==> config.mk <==
export PLATFORM = sky130hd
export DESIGN_NAME = microwave_timer_ctrl
export DESIGN_NICKNAME = d
export VERILOG_FILES = /design/src/rtl/microwave_pkg.sv /design/src/rtl/bcd_entry_shift.sv /design/src/rtl/microwave_timer_ctrl.sv
export SDC_FILE = /design/constraint.sdc
export NUM_CORES = 1
export LEC_CHECK = 0
export BUFFER_PORTS_ARGS = -buffer_cell sky130_fd_sc_hd__buf_2
export CAP_MARGIN = 20
export CORE_MARGIN = 2
export CORE_UTILIZATION = 45
export CTS_CLUSTER_DIAMETER = 80
export DETAILED_ROUTE_END_ITERATION = 12
export PLACE_DENSITY_LB_ADDON = 0.12
export SLEW_MARGIN = 10
export SYNTH_ARGS = -nofsm -noshare
export SYNTH_HDL_FRONTEND = slang
export SYNTH_HIERARCHICAL = 1
export SYNTH_SLANG_ARGS = --single-unit
==> constraint.sdc <==
create_clock -name clk -period 3.7 [get_ports clk]
set_input_delay 0.37 -clock clk [delete_from_list [all_inputs] [get_ports clk]]
set_output_delay 0.37 -clock clk [all_outputs]
set_load 0.03 [all_outputs]
==> src/rtl/microwave_pkg.sv <==
// Shared types and limits for the microwave timer control path.
package microwave_pkg;

  typedef enum logic [2:0] {
    S_IDLE  = 3'd0,
    S_ENTRY = 3'd1,
    S_COOK  = 3'd2,
    S_PAUSE = 3'd3,
    S_DONE  = 3'd4
  } state_e;

  localparam logic [3:0] BCD_MAX      = 4'd9;
  localparam logic [3:0] SEC_TENS_MAX = 4'd5;
  localparam int         ENTRY_DIGITS = 3;

endpackage

==> src/rtl/bcd_entry_shift.sv <==
// Keypad entry register: shifts valid BCD digits in from the right, oldest
// digit falls off the left. Flags whether the entry is nonzero and whether
// the seconds-tens digit is a legal 0..5.
module bcd_entry_shift
  import microwave_pkg::*;
(
  input  logic                      clk,
  input  logic                      rst,
  input  logic                      shift_en,
  input  logic                      clr,
  input  logic [3:0]                digit,
  output logic [ENTRY_DIGITS*4-1:0] digits,
  output logic                      digit_ok,
  output logic                      nonzero,
  output logic                      sec_tens_ok
);

  localparam int W = ENTRY_DIGITS * 4;

  logic [W-1:0] entry_q, entry_d;

  assign digit_ok = (digit <= BCD_MAX);

  // Next entry value: clear wins over shift; invalid digits never enter.
  always_comb begin
    entry_d = entry_q;
    if (clr)
      entry_d = '0;
    else if (shift_en && digit_ok)
      entry_d = {entry_q[W-5:0], digit};
  end

  // Entry register, synchronous active-low reset.
  always_ff @(posedge clk) begin
    if (!rst) entry_q <= '0;
    else      entry_q <= entry_d;
  end

  assign digits      = entry_q;
  assign nonzero     = |entry_q;
  assign sec_tens_ok = (entry_q[7:4] <= SEC_TENS_MAX);

endmodule

==> src/rtl/microwave_timer_ctrl.sv <==
// Oven timer sequencer: collects keypad entry, loads the BCD down-counter
// chain on start, gates the 1 Hz count enable while cooking, and holds
// done for DONE_CYCLES cycles once the chain reaches zero.
module microwave_timer_ctrl
  import microwave_pkg::*;
#(
  parameter int DONE_CYCLES = 4
) (
  input  logic        clk,
  input  logic        rst,
  input  logic        key_valid,
  input  logic [3:0]  key_digit,
  input  logic        start,
  input  logic        stop_clear,
  input  logic        door_closed,
  input  logic        tick,
  input  logic        timer_zero,
  output logic        load,
  output logic [11:0] load_digits,
  output logic        count_enablen,
  output logic        magnetron_on,
  output logic        done
);

  localparam int              CW        = $clog2(DONE_CYCLES + 1);
  localparam logic [CW-1:0]   DONE_LAST = CW'(DONE_CYCLES - 1);

  state_e        state_q, state_d;
  logic          load_q, load_d;
  logic [CW-1:0] done_cnt_q, done_cnt_d;

  logic ent_shift, ent_clr;
  logic digit_ok, nonzero, sec_tens_ok;
  logic key_ok;

  // A key only counts when no higher-priority strobe shares its cycle.
  assign key_ok = key_valid && !start && !stop_clear;

  bcd_entry_shift u_entry (
    .clk         (clk),
    .rst         (rst),
    .shift_en    (ent_shift),
    .clr         (ent_clr),
    .digit       (key_digit),
    .digits      (load_digits),
    .digit_ok    (digit_ok),
    .nonzero     (nonzero),
    .sec_tens_ok (sec_tens_ok)
  );

  // Next-state, entry control and done countdown.
  always_comb begin
    state_d    = state_q;
    load_d     = 1'b0;
    done_cnt_d = done_cnt_q;
    ent_shift  = 1'b0;
    ent_clr    = 1'b0;
    unique case (state_q)
      S_IDLE: begin
        if (key_ok && digit_ok) begin
          ent_shift = 1'b1;
          state_d   = S_ENTRY;
        end
      end
      S_ENTRY: begin
        if (stop_clear) begin
          ent_clr = 1'b1;
          state_d = S_IDLE;
        end else if (start) begin
          // Rejected starts (door open, 0:00, bad seconds) are silent no-ops.
          if (door_closed && nonzero && sec_tens_ok) begin
            state_d = S_COOK;
            load_d  = 1'b1;
          end
        end else if (key_ok) begin
          ent_shift = 1'b1;
        end
      end
      S_COOK: begin
        // timer_zero during the load cycle still reflects the old count.
        if (stop_clear || !door_closed) begin
          state_d = S_PAUSE;
        end else if (timer_zero && !load_q) begin
          state_d    = S_DONE;
          done_cnt_d = DONE_LAST;
        end
      end
      S_PAUSE: begin
        if (stop_clear) begin
          ent_clr = 1'b1;
          state_d = S_IDLE;
        end else if (start && door_closed) begin
          state_d = S_COOK;
        end
      end
      S_DONE: begin
        if (stop_clear || done_cnt_q == '0) begin
          ent_clr = 1'b1;
          state_d = S_IDLE;
        end else begin
          done_cnt_d = done_cnt_q - 1'b1;
        end
      end
      default: state_d = S_IDLE;
    endcase
  end

  // Control registers, synchronous active-low reset.
  always_ff @(posedge clk) begin
    if (!rst) begin
      state_q    <= S_IDLE;
      load_q     <= 1'b0;
      done_cnt_q <= '0;
    end else begin
      state_q    <= state_d;
      load_q     <= load_d;
      done_cnt_q <= done_cnt_d;
    end
  end

  assign load          = load_q;
  assign magnetron_on  = (state_q == S_COOK);
  assign done          = (state_q == S_DONE);
  assign count_enablen = !((state_q == S_COOK) && tick && !load_q);

endmodule
==> flow_summary.json <==
{
  "ctsHoldBuffers": 0,
  "crit_fanout": 10,
  "fin_area_um2": 1220,
  "placed_area_um2": 1200,
  "post-route-util_pct": 55.3,
  "grt_pass1_vias": 860,
  "max-cap-violations": 0,
  "path_cells": "nor3b_2 > nand3b_1 > buf_2",
  "syn_inst": 114,
  "slowest_stage": "dfxtp_1",
  "powerDensity_nw_per_um2": 305,
  "period_share_pct": 49.3,
  "skew_ns": 0.00370,
  "tightest_slew_ns": 0.572,
  "wl_per_cell_um": 14.0,
  "crit_path_start_kind": "flip-flop",
  "core_um2": 2210,
  "grt_use_total_pct": 19.0,
  "ys.warnings.count": 6,
  "slew_headroom_pct": 61.3,
  "rsz0062_at_grt": "no",
  "ctsRootBufferMaster": "clkbuf_4",
  "grt_pass1_wl_mm": 3.89,
  "ant_nets": 0,
  "fmax_mhz": 548,
  "vias": 962,
  "hpwlAfterDp_mm": 1.78,
  "area_delta_synth_final_pct": 15.8,
  "ys_ff_latch": 19,
  "status": "finished, final reports clean",
  "cts.clk_slew.worst_paths_ns": 0.11,
  "floorplan.initialDensity_pct": 47.7,
  "p_leak_uw": 0.000546,
  "tns_ns": 0,
  "internal_power_uw": 272,
  "drtIter0Drc": 24,
  "chipHeight_um": 52.4,
  "diodes": 0,
  "avgViaCountPerCell": 5.66,
  "antenna_found_initial": 0,
  "dieWidth_um": 52.4,
  "synth_top_family_by_area": "simple AND/OR/NAND/NOR gates",
  "synth_compound_area_share_pct": 20.4,
  "critPathArrivalTime_ns": 1.45,
  "seqPwrFrac_pct": 56.8,
  "final_cell_mix": "27 x buf_2, 19 x dfxtp_1, 11 x nand2_1",
  "cts_sinks": 19,
  "dp_slack_ns": 1.84,
  "remaining_drc_errors": 0,
  "synth_simple_gate_area_share_pct": 32.1,
  "cts_htree_levels": 1,
  "gp_congestion": 0.922,
  "layout_setup_ws_ns": 1.88,
  "muxShareOfSynthArea_pct": 1.90,
  "layout-drive-gt1-share_pct": 32.4,
  "critPathKind": "reg2out",
  "rows": 17,
  "io_pins": 28,
  "cts_buffers": 3,
  "nNetsFinal": 157,
  "final_common_cell": "buf_2",
  "max_stage_delay_ns": 0.54,
  "post_cts_buffers": 0,
  "power_uw": 373,
  "hold_violations": 0,
  "syn_nets": 128,
  "synthArstFlopShare_pct": 0,
  "swShare_pct": 27.2,
  "syn_area_per_cell_um2": 9.26,
  "cts_resized": 0,
  "grt_max_degree": 14,
  "grt-ovfl-total": 0,
  "syn_area_um2": 1060,
  "maxSlewViolCount": 0,
  "synth_ff_type": "dfxtp_1",
  "synth.distinct_cells": 42,
  "synth_xor_area_share_pct": 0,
  "wirelength_mm": 2.38,
  "die-area_um2": 2750,
  "post-route-min-period_ns": 1.82,
  "port_buffers": 27,
  "worstHoldPathType": "in2reg",
  "p_comb_share_pct": 14.7,
  "required_ns": 3.33,
  "cp-end-kind": "primary output",
  "synth_fa_ha_area_share_pct": 2.37,
  "irDropWorstVdd_v": 0.000248,
  "final-setup-viol-count": 0,
  "dr.pass1.iters": 4,
  "insertion_delay_ns": 0.30,
  "yosysSeqAreaShare_pct": 36.0,
  "power_frac_clock_pct": 28.6,
  "synth_edf_count": 0,
  "cts_tree": "done",
  "switchingPower_uw": 102,
  "cts_buffer_depth": 2
}
cell families (layout without fill, tap and decap cells):
kind of cell	count (synthesis)	after routing
buf+inv	11	39
mux	2	2
fa+ha+maj	2	2
compound gates	31	31
flops	19	19
simple gates	49	49
worst max-delay path, delay by kind of cell (launching register included):
kind	cells	cell delay, ns
buffers and inverters	1	0.18
AND/OR/NAND/NOR	2	0.43
flip-flops	1	0.54
layer usage:
layer | track usage, % | vias up | wire [µm]
met5 | 0 | - | 0
met4 | 7.69 | 0 | 31
met3 | 4.29 | 2 | 228
met2 | 26.9 | 53 | 990
met1 | 27.7 | 426 | 1130
li1 | - | 481 | -
final timing paths:
kind | from | end | slack, ns | cells past startpoint
setup / recovery | state_q[1] | count_enablen | 1.88 | 3
hold / removal | key_digit[2] | u_entry/digits[2] | 0.32 | 3
setup reg to reg | done_cnt_q[0] | u_entry/digits[6] | 1.92 | 8
hold reg to reg | done_cnt_q[1] | done_cnt_q[1] | 0.48 | 2
power by group through the flow:
stage | registers (µW) | clock network (µW) | logic (µW)
after floorplan | 215 | 0 | 42.9
after global placement | 217 | 0 | 53.6
after detailed placement | 217 | 0 | 54.2
after CTS | 212 | 113 | 54.4
after global routing | 213 | 120 | 59.8
final | 212 | 107 | 54.8
through the flow:
stage,hold WS (ns),cells
after floorplan,0.449,114
after global placement,0.468,166
after detailed placement,0.471,166
after CTS,0.309,170
after global routing,0.323,170
final,0.320,170
registers in the layout (all words and copies together), names as in the netlist:
register	count
done_cnt_q	3
load	1
state_q	3
u_entry/digits	12
final cells by class:
type,count,area (µm²)
inverter,7,38.8
timing repair buffer,28,143
sequential,19,380
clock buffer,4,26.3
fill,223,990
tap,28,35.0
multi-input combinational,84,599
cells in the mapped netlist (2+ instances only):
cell	n	share of area, %
a21oi_1	5	2.4
buf_6	2	2.1
mux2i_1	2	1.9
nand2_1	11	3.9
nand2b_1	3	1.8
nor2_1	3	1.1
dfxtp_1	19	36
o211ai_1	4	2.8
nand2_4	2	2.1
nand3_1	5	2.4
ha_1	2	2.4
o21ai_0	5	2.4
nor4_1	5	3.0
o21ai_1	7	3.3
inv_1	5	1.8
buf_4	2	1.4
nand4_1	6	3.6
nor3b_2	2	2.4
Power figures use the tool's default switching activity.
